## src/rtl/systolic_input_skewer_if.sv

```systemverilog
// Operand-feeder bus: upstream vector handshake in, skewed array-edge lanes out.
// master drives vectors in; slave is the skewer itself.
interface systolic_input_skewer_if #(
  parameter int DWIDTH = 8,
  parameter int LANES  = 4
);
  logic                    in_valid;
  logic                    in_ready;
  logic [LANES*DWIDTH-1:0] in_data;
  logic                    in_last;
  logic [LANES*DWIDTH-1:0] out_data;
  logic                    out_valid;
  logic [LANES-1:0]        out_lane_valid;
  logic                    busy;
  logic                    done;

  modport master (
    output in_valid, in_data, in_last,
    input  in_ready, out_data, out_valid, out_lane_valid, busy, done
  );

  modport slave (
    input  in_valid, in_data, in_last,
    output in_ready, out_data, out_valid, out_lane_valid, busy, done
  );
endinterface

```

## src/rtl/systolic_input_skewer.sv

```systemverilog
// Buffers a frame of up to DEPTH operand vectors, then replays it with lane i
// delayed by i cycles (zero-padded) to feed a systolic array edge.
module systolic_input_skewer #(
  parameter int DWIDTH = 8,
  parameter int LANES  = 4,
  parameter int DEPTH  = 4
) (
  input logic                   clk,
  input logic                   reset,
  systolic_input_skewer_if.slave bus
);

  localparam int CW = $clog2(DEPTH + LANES + 1);
  localparam int AW = (DEPTH > 1) ? $clog2(DEPTH) : 1;

  typedef enum logic [1:0] {LOAD, STREAM, DONE} state_t;

  state_t                  state;
  logic [CW-1:0]           count;
  logic [CW-1:0]           k;
  logic [CW-1:0]           t;
  logic [LANES*DWIDTH-1:0] buffer [DEPTH];

  logic                    accept;
  logic [CW-1:0]           count_next;
  logic [CW-1:0]           last_beat;
  logic [CW-1:0]           idx;
  logic [LANES*DWIDTH-1:0] beat_data;
  logic [LANES-1:0]        beat_lane_valid;

  assign bus.in_ready = (state == LOAD) && (count < CW'(DEPTH));
  assign bus.busy     = (state != LOAD);
  assign accept       = bus.in_valid && bus.in_ready;
  assign count_next   = count + CW'(1);
  assign last_beat    = k + CW'(LANES) - CW'(2);

  // Beat t of the diagonal: lane i shows vector t-i when that vector exists.
  always_comb begin
    beat_data       = '0;
    beat_lane_valid = '0;
    idx             = '0;
    for (int i = 0; i < LANES; i++) begin
      idx = t - CW'(i);
      if ((t >= CW'(i)) && (idx < k)) begin
        beat_data[i*DWIDTH +: DWIDTH] = buffer[idx[AW-1:0]][i*DWIDTH +: DWIDTH];
        beat_lane_valid[i]            = 1'b1;
      end
    end
  end

  always_ff @(posedge clk) begin
    if (accept) begin
      buffer[count[AW-1:0]] <= bus.in_data;
    end
  end

  always_ff @(posedge clk) begin
    if (reset) begin
      state              <= LOAD;
      count              <= '0;
      k                  <= '0;
      t                  <= '0;
      bus.out_data       <= '0;
      bus.out_valid      <= 1'b0;
      bus.out_lane_valid <= '0;
      bus.done           <= 1'b0;
    end else begin
      case (state)
        LOAD: begin
          bus.out_data       <= '0;
          bus.out_valid      <= 1'b0;
          bus.out_lane_valid <= '0;
          bus.done           <= 1'b0;
          if (accept) begin
            count <= count_next;
            // A full buffer closes the frame even without in_last.
            if (bus.in_last || (count_next == CW'(DEPTH))) begin
              state <= STREAM;
              k     <= count_next;
              t     <= '0;
            end
          end
        end
        STREAM: begin
          bus.out_data       <= beat_data;
          bus.out_lane_valid <= beat_lane_valid;
          bus.out_valid      <= 1'b1;
          t                  <= t + CW'(1);
          if (t == last_beat) begin
            state <= DONE;
          end
        end
        DONE: begin
          bus.out_data       <= '0;
          bus.out_valid      <= 1'b0;
          bus.out_lane_valid <= '0;
          bus.done           <= 1'b1;
          count              <= '0;
          state              <= LOAD;
        end
        default: begin
          state <= LOAD;
        end
      endcase
    end
  end

endmodule
```

## src/flat_wrapper.sv

```systemverilog
// flat-port wrapper written by rule: the top's interface ports become plain ports
module systolic_input_skewer_flat 
#(
  parameter int DWIDTH = 8,
  parameter int LANES  = 4,
  parameter int DEPTH  = 4
)
  (clk, reset, bus_in_valid, bus_in_data, bus_in_last, bus_in_ready, bus_out_data, bus_out_valid, bus_out_lane_valid, bus_busy, bus_done);
  systolic_input_skewer_if #(.DWIDTH(DWIDTH), .LANES(LANES)) bus_i ();
  input logic clk;
  input logic reset;
  input wire logic [$bits(bus_i.in_valid)-1:0] bus_in_valid;
  input wire logic [$bits(bus_i.in_data)-1:0] bus_in_data;
  input wire logic [$bits(bus_i.in_last)-1:0] bus_in_last;
  output wire logic [$bits(bus_i.in_ready)-1:0] bus_in_ready;
  output wire logic [$bits(bus_i.out_data)-1:0] bus_out_data;
  output wire logic [$bits(bus_i.out_valid)-1:0] bus_out_valid;
  output wire logic [$bits(bus_i.out_lane_valid)-1:0] bus_out_lane_valid;
  output wire logic [$bits(bus_i.busy)-1:0] bus_busy;
  output wire logic [$bits(bus_i.done)-1:0] bus_done;
  assign bus_i.in_valid = bus_in_valid;
  assign bus_i.in_data = bus_in_data;
  assign bus_i.in_last = bus_in_last;
  assign bus_in_ready = bus_i.in_ready;
  assign bus_out_data = bus_i.out_data;
  assign bus_out_valid = bus_i.out_valid;
  assign bus_out_lane_valid = bus_i.out_lane_valid;
  assign bus_busy = bus_i.busy;
  assign bus_done = bus_i.done;
  systolic_input_skewer #(.DWIDTH(DWIDTH), .LANES(LANES), .DEPTH(DEPTH)) u_core (.clk(clk), .reset(reset), .bus(bus_i));
endmodule
```

## config.mk

```make
export PLATFORM = sky130hd
export DESIGN_NAME = systolic_input_skewer_flat
export DESIGN_NICKNAME = d
export VERILOG_FILES = /design/src/rtl/systolic_input_skewer_if.sv /design/src/rtl/systolic_input_skewer.sv /design/src/flat_wrapper.sv
export SDC_FILE = /design/constraint.sdc
export NUM_CORES = 1
export LEC_CHECK = 0
export CORE_ASPECT_RATIO = 1.75
export CORE_MARGIN = 4
export CORE_UTILIZATION = 40
export DETAILED_ROUTE_END_ITERATION = 16
export MAX_ROUTING_LAYER = met4
export PLACE_DENSITY = 0.62
export SLEW_MARGIN = 20
export SYNTH_ARGS = -nofsm -noshare
export SYNTH_HDL_FRONTEND = slang
export SYNTH_SLANG_ARGS = --single-unit
```

## constraint.sdc

```tcl
create_clock -name clk -period 4.6 [get_ports clk]
set_clock_uncertainty 0.05 [all_clocks]
set_input_delay 0.46 -clock clk [delete_from_list [all_inputs] [get_ports clk]]
set_output_delay 0.46 -clock clk [all_outputs]
set_load 0.01 [all_outputs]
```

Word level (Yosys, flattened, before mapping)

Memories as Yosys holds them, arrays and structs flattened. A register that Yosys moved wholly into a read port is not among the register bits.
Index checks and enable logic that the tools add are counted.

Register bits: 52
Memory bits (writable): 128
Input port bits: 36
Output and inout bits: 40
Logic and storage cells: 74
Memories: 1

Memories:

| name          | depth | bits a word | read ports | clocked after Yosys merged registers in | write ports | RTL line                    | source |
|---|---|---|---|---|---|---|---|
| u_core.buffer | 4     | 32          | 4          | 1                                       | 1           | systolic_input_skewer.sv:22 | `logic [LANES*DWIDTH-1:0] buffer [DEPTH];` |

$add $sub $neg: 7
Magnitude comparators: 9
Eq/ne operators: 7
Muxes and demuxes: 25
Reduce and logical (&&, ||, !) cells: 17

Operator list:

| cell                                                                         | number |
|---|---|
| 32-bit case mux with 2 select lines                                          | 1 |
| 8-bit 2-to-1 mux                                                             | 4 |
| 4-bit case mux with 2 select lines                                           | 3 |
| 4-bit less-than comparator                                                   | 4 |
| 4-bit 2-to-1 mux                                                             | 3 |
| 4-bit by 2-bit subtractor with 4-bit output, second input constant           | 3 |
| 2-bit 2-to-1 mux                                                             | 5 |
| 3-bit AND reduction                                                          | 3 |
| 4-bit by 1-bit adder with 4-bit output, second input constant                | 2 |
| 4-bit by 1-bit >= comparator with 1-bit output, second input constant        | 2 |
| 4-bit by 2-bit >= comparator with 1-bit output, second input constant        | 2 |
| 2-bit nonzero test                                                           | 4 |
| 1-bit logical AND                                                            | 6 |
| 1-bit 2-to-1 mux                                                             | 6 |
| 4-bit by 3-bit adder with 4-bit output, second input constant                | 1 |
| 4-bit by 3-bit == test with 1-bit output, second input constant              | 1 |
| 4-bit == test                                                                | 1 |
| 4-bit by 3-bit less-than comparator with 1-bit output, second input constant | 1 |
| 2-bit by 1-bit != test with 1-bit output, second input constant              | 2 |
| 1-bit case mux with 2 select lines                                           | 2 |
| 2-bit case mux with 2 select lines                                           | 1 |
| 4-bit by 1-bit subtractor with 4-bit output, second input constant           | 1 |
| 2-bit by 1-bit == test with 1-bit output, second input constant              | 1 |
| 2-bit == test, second input constant                                         | 1 |
| other kinds (5)                                                              | 5 |

Longest topological paths before layout

Gate-level depths: netlist of the first run.

Depth in word-level cells: 8
Depth in mapped cells: 11
Depth with buffers taken out: 10

Least setup slack after synthesis of the first run

Ideal clock, no wire load.

Path type: reg2reg
Start: register u_core.t[1]
End: register u_core.bus.out_data[15]
Library setup time: 0.071 ns
Arrival: 2.756 ns
Required time: 4.479 ns
Path slack: 1.723 ns
Stages on the path, launching flop included: 12
Path buffers: 3
Period minus slack after synthesis: 2.877 ns
Path through: dfxtp_1 -> clkbuf_1 -> inv_1 -> ha_1 -> buf_2 -> buf_2 -> inv_1 -> ha_1 -> nor2b_1 -> o31ai_2 -> nand4_1 -> a21oi_1

Cells in the longest elaborated chain, start to end: 5
Elaborated cells between the ends (all ways): 7
Classes of those cells: add/sub: 1; order compare: 2; mux: 2; reduce/logical: 1; memory: 1

RTL lines:

| element                                     | RTL line                       | source |
|---|---|---|
| start, declared                             | systolic_input_skewer.sv:21    | `logic [CW-1:0] t;` |
| start signal, assigned                      | systolic_input_skewer.sv:88    | `t <= t + CW'(1);` |
| 4-bit by 1-bit subtractor with 4-bit output | systolic_input_skewer.sv:43    | `idx = t - CW'(i);` |
| 4-bit less-than comparator                  | systolic_input_skewer.sv:44    | `if ((t >= CW'(i)) && (idx < k)) begin` |
| 1-bit logical AND                           | systolic_input_skewer.sv:44    |  |
| 8-bit 2-to-1 mux *                          | systolic_input_skewer.sv:44    |  |
| 32-bit case mux with 2 select lines *       | systolic_input_skewer.sv:68    | `case (state)` |
| end signal, assigned                        | systolic_input_skewer.sv:85    | `bus.out_data <= beat_data;` |
| end, declared                               | systolic_input_skewer_if.sv:24 | `output in_ready, out_data, out_valid, out_lane_valid, busy, done` |

Mark *: on every way between the ends. The rest lies on a longest branch, timed or not.
A chain may end at the register's enable or synchronous reset.

Worst setup path after layout of the first run

Start: register u_core.t[1]
End: register u_core.bus.out_data[8]

The elaborated chain is that of the path after synthesis.

==> metrics, run 1 <==
status=finished, final reports clean; total setup buffers inserted after CTS=0; post-synth top area share=53.06%; Root Driver=clkbuf_16; die width=109.7 µm; Net Sw Frac=22.44%; initial antenna violation count=0; Worst Path Max Fanout=16; total design power=3540 µW; dominant cells by area after synthesis=edfxtp_1 (53%), dfxtp_1 (15%), mux4_2 (9.9%), ha_1 (4.7%), a21oi_1 (2.3%); Min-Delay Path Class=flip-flop to flip-flop; Psw=794.5 µW; Longest Clk Path Bufs=2; Chip Height=186.0 µm; CORE AREA=17,620 µm²; RSZ-0062 raised after global routing=no; endpoints failing hold=0; Combinational Power Share=8.4%; max-slew headroom at the worst pin=35.15%; Setup CP Type=flip-flop to flip-flop; Total GRT Usage=15.97%; register area share after synthesis=67.98%; global-route wire length before repair=23.34 mm; most common cell in the netlist=edfxtp_1; share of power burned in registers=52.5%; Post-Syn Area=7244 µm²; top cell types by occurrence after synthesis=edfxtp_1 (128), dfxtp_1 (54), a21oi_1 (33); Post-Route WL=14.66 mm; CP Cell Sequence=inv_1 > ha_1 > inv_1 > ha_1 > nor2b_1 > o31ai_2 > nand4_1 > a21oi_1; Worst Hold End=u_core.bus.done; endpoints failing setup=0; starting density of the core=41.12%; reg2reg setup slack=1.37 ns; DRT Pass-1 Iters=5; vias in the first global route=4,329; total gr overflow=0; routed length per instance=18.96 µm; Die ar.=20,410 µm²; yosys warns=0; half-perimeter wire length after placement=9.627 mm; floorplan row count=64; Final Cell Area=8756 µm²; clk_lat worst skew=0.42 ns; antenna viol nets, final=0; Setup TNS=0 ns; First DRT Iteration DRCs=192; Final min period=3.234 ns; post-CTS sizing=0; Lkg Pwr=0.002847 µW; crit-path leading delay family=adder cells; CP Data Required Time=4.88 ns; reg2reg path depth=8; H-tree depth=4; Power Internal=2746 µW; n_diodes=0; Top Ports=76; Placed Area=8185 µm²; critical-path cell with the highest stage delay=dfxtp_1; DRC=0; synthesized instance count=452; actual slew at the worst max-slew pin=0.9727 ns; Final period util=70.29%; max-slew violations=0; via/cell ratio=5.237; Clock Pin Slew Worst Setup and Hold Paths=0.06 ns; PwrDens=404.4 nW/µm²; max-cap violation count=0; number of synthesized flops with an enable pin=128; clock network power share=39.1%; Placer Congestion=0.8041; Layout area overhead=20.86%; port bufs=75; FFs w/ async S/R, synth=0%; reg2reg start=u_core.t[1]; TritonCTS Buffers=17; Seq cells post-synth=182; WHS=0.4042 ns; hold path startpoint=u_core.bus.done; share of layout cells above drive strength 1=16.42%; fmax=0.3093 GHz; TritonCTS clock tree=done; Post-CTS Hold Buffers=0; reg2reg end=u_core.bus.out_data[8]; CP Data Arrival Time=3.52 ns; max incr delay on CP=0.79 ns; via count=4,048; syn nets=515; clock sink count=182; post-synthesis cell type count=44; Post-layout nets=592; CP Launch Type=flip-flop; Synth area leader=edfxtp_1; maximum VDD drop=214.0 µV; Hold Crit Depth=2; critical path buffer and inverter count=2; CP endpoint kind=flip-flop; Top FF cell, synth=edfxtp_1; largest net degree at the start of global routing=51; syn avg cell area=16.03 µm²
[power by group through the flow]
| stage | combinational [µW] | clock (µW) | sequential (µW) |
|---|---|---|---|
| global placement | 299 | 0 | 1890 |
| detailed placement | 305 | 0 | 1890 |
| floorplan | 201 | 0 | 1880 |
| CTS | 306 | 1420 | 1860 |
| finish | 298 | 1380 | 1860 |
| global route | 329 | 1480 | 1860 |
[worst min-delay path: stages (launching register included)]
cell	delay [ns]
dfxtp_1	0.31
nand2_1	0.05
a21oi_1	0.05
[registers in the layout (all words and copies together), names as in the netlist, named ones only]
name	count
u_core.t	4
u_core.k	4
u_core.bus.out_data	32
u_core.bus.out_lane_valid	4
u_core.state	2
u_core.count	4
u_core.bus.out_valid	1
u_core.bus.done	1
u_core.buffer	128
[metal layers]
metal	track usage (%)	wire [µm]	vias up
li1	-	-	1900
met1	17.89	5677	2046
met2	27.65	8256	85
met3	2.812	404	17
met4	6.940	318	0
met5	-	0	-
[worst max path at each step]
stage                startpoint                      end  slack (ns)  cells past startpoint
CTS                 u_core.t[1]   u_core.bus.out_data[9]        1.32                      8
detailed placement  u_core.t[1]   u_core.bus.out_data[9]        1.35                      8
global placement    u_core.t[1]  u_core.bus.out_data[13]        1.48                      8
global route        u_core.t[1]   u_core.bus.out_data[8]        1.04                      8
floorplan           u_core.t[1]  u_core.bus.out_data[15]        1.72                     11
finish              u_core.t[1]   u_core.bus.out_data[8]        1.37                      8
[cells in the final DEF (no fill, tap or decap), types with 2 or more instances in the layout]
| cell | n |
|---|---|
| nor2_2 | 4 |
| edfxtp_1 | 128 |
| clkbuf_8 | 2 |
| a21oi_1 | 33 |
| nand2b_1 | 3 |
| nand4_1 | 25 |
| o21a_1 | 4 |
| clkinv_4 | 2 |
| clkdlybuf4s50_1 | 74 |
| clkinvlp_4 | 2 |
| nand2_1 | 29 |
| mux2i_1 | 2 |
| mux4_2 | 32 |
| xnor2_1 | 6 |
| xor2_1 | 4 |
| clkinv_2 | 2 |
| o31ai_2 | 4 |
| nand3_1 | 3 |
| inv_1 | 13 |
| nor2_1 | 19 |
| ha_1 | 27 |
| inv_6 | 4 |
| and3_1 | 3 |
| clkbuf_16 | 17 |
| a32oi_1 | 10 |
| nor2b_1 | 5 |
| buf_4 | 6 |
| nor3_1 | 4 |
| dfxtp_1 | 53 |
[final cells by class]
cell class / count / area, µm²
flip-flops and latches: 182 / 4926
clock inverters: 12 / 113.9
multi-input cells: 233 / 2127
fillers: 1502 / 8861
well taps: 231 / 289.0
clock buffers: 20 / 456.7
repair buffers: 81 / 790.8
inverters: 14 / 52.55
[logic make-up after synthesis]
kind of cell,share of synthesized area (%)
DFF,67.98
and+or+nand+nor,7.634
AOI/OAI and AO/OA,5.631
buffers and inverters,2.660
muxes,10.22
adders and majority gates,4.663
xor gates and xnor gates,1.209
[per-stage QoR]
stage / util, % / worst slack, ns / instances
finish: 49.70 / 1.366 / 773
CTS: 49.70 / 1.319 / 773
global placement: 46.46 / 1.482 / 741
floorplan: - / 1.723 / 452
global route: 49.70 / 1.045 / 773
detailed placement: 46.46 / 1.355 / 741
No activity file was read; power rests on OpenSTA's default activity.
==> run 2: changes to the inputs <==
PLACE_DENSITY = 0.64   (was 0.62)
clock period = 2.84 ns   (was 4.6 ns; I/O delays follow)
==> metrics, run 2 (synthesis results as in run 1) <==
max incr delay on CP=0.63 ns (was 0.79 ns); initial antenna violation count=0 (unchanged); Total GRT Usage=16.35% (was 15.97%); PwrDens=656.3 nW/µm² (was 404.4 nW/µm²); Power Internal=4497 µW (was 2746 µW); n_diodes=0 (unchanged); Top Ports=76 (unchanged); critical-path cell with the highest stage delay=dfxtp_1 (unchanged); area of the multi-input gates=2136 µm² (was 2127 µm²); critical path buffer and inverter count=2 (unchanged); First DRT Iteration DRCs=185 (was 192); Psw=1306 µW (was 794.5 µW); max-slew headroom at the worst pin=46.21% (was 35.15%); Layout area overhead=22.04% (was 20.86%); CP Data Arrival Time=2.76 ns (was 3.52 ns); starting density of the core=41.12% (unchanged); actual slew at the worst max-slew pin=0.8020 ns (was 0.9727 ns); Combinational Power Share=8.6% (was 8.4%); CP Launch Type=flip-flop (unchanged); Setup CP Type=flip-flop to flip-flop (unchanged); most frequent cells in the layout=edfxtp_1 (128), clkdlybuf4s50_1 (74), dfxtp_1 (53), a21oi_1 (33), mux4_2 (32) (unchanged); most common cell after layout, fill and taps aside=edfxtp_1 (unchanged); CP Cell Sequence=inv_1 > ha_1 > inv_1 > ha_1 > o31ai_2 > nand4_1 > a21oi_1 (was inv_1 > ha_1 > inv_1 > ha_1 > nor2b_1 > o31ai_2 > nand4_1 > a21oi_1); routed length per instance=19.40 µm (was 18.96 µm); Placer Congestion=0.8227 (was 0.8041); Root Driver=clkbuf_16 (unchanged); half-perimeter wire length after placement=9.933 mm (was 9.627 mm); DRT Pass-1 Iters=4 (was 5); clock sink count=182 (unchanged); port bufs=75 (unchanged); fmax=0.4055 GHz (was 0.3093 GHz); total gr overflow=0 (unchanged); CP Data Required Time=3.14 ns (was 4.88 ns); total setup buffers inserted after CTS=0 (unchanged); crit-path leading delay family=compound AO/OA/AOI/OAI gates (was adder cells); DRC=0 (unchanged); max reg flops=128 (unchanged); H-tree depth=4 (unchanged); reg2reg setup slack=0.37 ns (was 1.37 ns); antenna viol nets, final=0 (unchanged); Longest Clk Path Bufs=2 (unchanged); Post-layout nets=599 (was 592); max-cap violation count=0 (unchanged); TritonCTS Buffers=17 (unchanged); Die ar.=20,410 µm² (unchanged); global-route wire length before repair=23.92 mm (was 23.34 mm); vias in the first global route=4,484 (was 4,329); via/cell ratio=5.178 (was 5.237); Final period util=86.84% (was 70.29%); Lkg Pwr=0.002886 µW (was 0.002847 µW); endpoints failing setup=0 (unchanged); TritonCTS clock tree=done (unchanged); die width=109.7 µm (unchanged); share of power burned in registers=51.8% (was 52.5%); total design power=5802 µW (was 3540 µW); via count=4,039 (was 4,048); status=finished, final reports clean (unchanged); Setup TNS=0 ns (unchanged); Post-CTS Hold Buffers=0 (unchanged); CORE AREA=17,620 µm² (unchanged); share of layout cells above drive strength 1=17.30% (was 16.42%); fillers=1,513 (was 1,502); RSZ-0062 raised after global routing=no (unchanged); Worst Path Max Fanout=12 (was 16); Final min period=2.466 ns (was 3.234 ns); Net Sw Frac=22.50% (was 22.44%); endpoints failing hold=0 (unchanged); largest net degree at the start of global routing=38 (was 51); post-CTS sizing=0 (unchanged); Chip Height=186.0 µm (unchanged); CP endpoint kind=flip-flop (unchanged); Clock Pin Slew Worst Setup and Hold Paths=0.07 ns (was 0.06 ns); floorplan row count=64 (unchanged); clock network power share=39.5% (was 39.1%); area of all sequential standard cells=4926 µm² (unchanged); maximum VDD drop=462.0 µV (was 214.0 µV); max-slew violations=0 (unchanged); Post-Route WL=15.13 mm (was 14.66 mm); clk_lat worst skew=0.42 ns (about the same); Min-Delay Path Class=input pin to flip-flop (was flip-flop to flip-flop)
[run 2: changes by cell type in the layout (fill, tap and decap cells not counted), moves of 2 or more]
cell      previous run  this run
inv_6                4         2
clkinv_4             2         4
clkbuf_8             2         0
buf_4                6        12
[run 2: power by group through the flow]
stage          Clock (µW)  Combinational, µW  Sequential [µW]
3_5_place_dp            0                510             3070
2_1_floorplan           0                330             3050
6_report             2290                501             3010
5_1_grt              2450                552             3020
4_1_cts              2340                512             3010
3_3_place_gp            0                504             3060
[run 2: path summary, 6_finish.rpt]
path                                               from  cells after the start                       to
worst max-delay path                        u_core.t[2]                      7  u_core.bus.out_data[20]
worst min-delay path                              reset                      2   u_core.bus.out_data[4]
worst max register to register              u_core.t[2]                      7  u_core.bus.out_data[20]
worst min register to register  u_core.bus.out_data[27]                      2  u_core.bus.out_data[27]
[run 2: area by class of cell]
class / instances / area share (%)
flip-flops and latches: 182 / 55.72
multi-input cells: 233 / 24.16
repair buffers: 88 / 9.680
clock buffers: 18 / 4.854
well taps: 231 / 3.269
clock inverters: 14 / 1.727
inverters: 14 / 0.5944
[run 2: per-layer routing]
layer  global-route usage, %  vias to the layer above  part of all wire (%)  routed length, µm
met1                   17.84                     2024                    37               5623
met5                       -                        -                     0                  0
met4                   6.091                        0                   1.6                242
li1                        -                     1911                     -                  -
met3                   2.881                       12                   3.6                551
met2                   29.31                       92                    58               8714
[run 2: per-stage QoR]
step / cells / hold slack (ns) / worst slack [ns] / utilization [%] / instance area [µm²]
global placement: 748 / 0.3976 / 0.4823 / 46.88 / 8259
global route: 780 / 0.3843 / 0.1758 / 50.18 / 8841
CTS: 780 / 0.3564 / 0.3614 / 50.18 / 8841
detailed placement: 748 / 0.4093 / 0.3831 / 46.88 / 8259
finish: 780 / 0.3622 / 0.3737 / 50.18 / 8841
floorplan: 452 / 0.3329 / 0.08628 / - / 7253
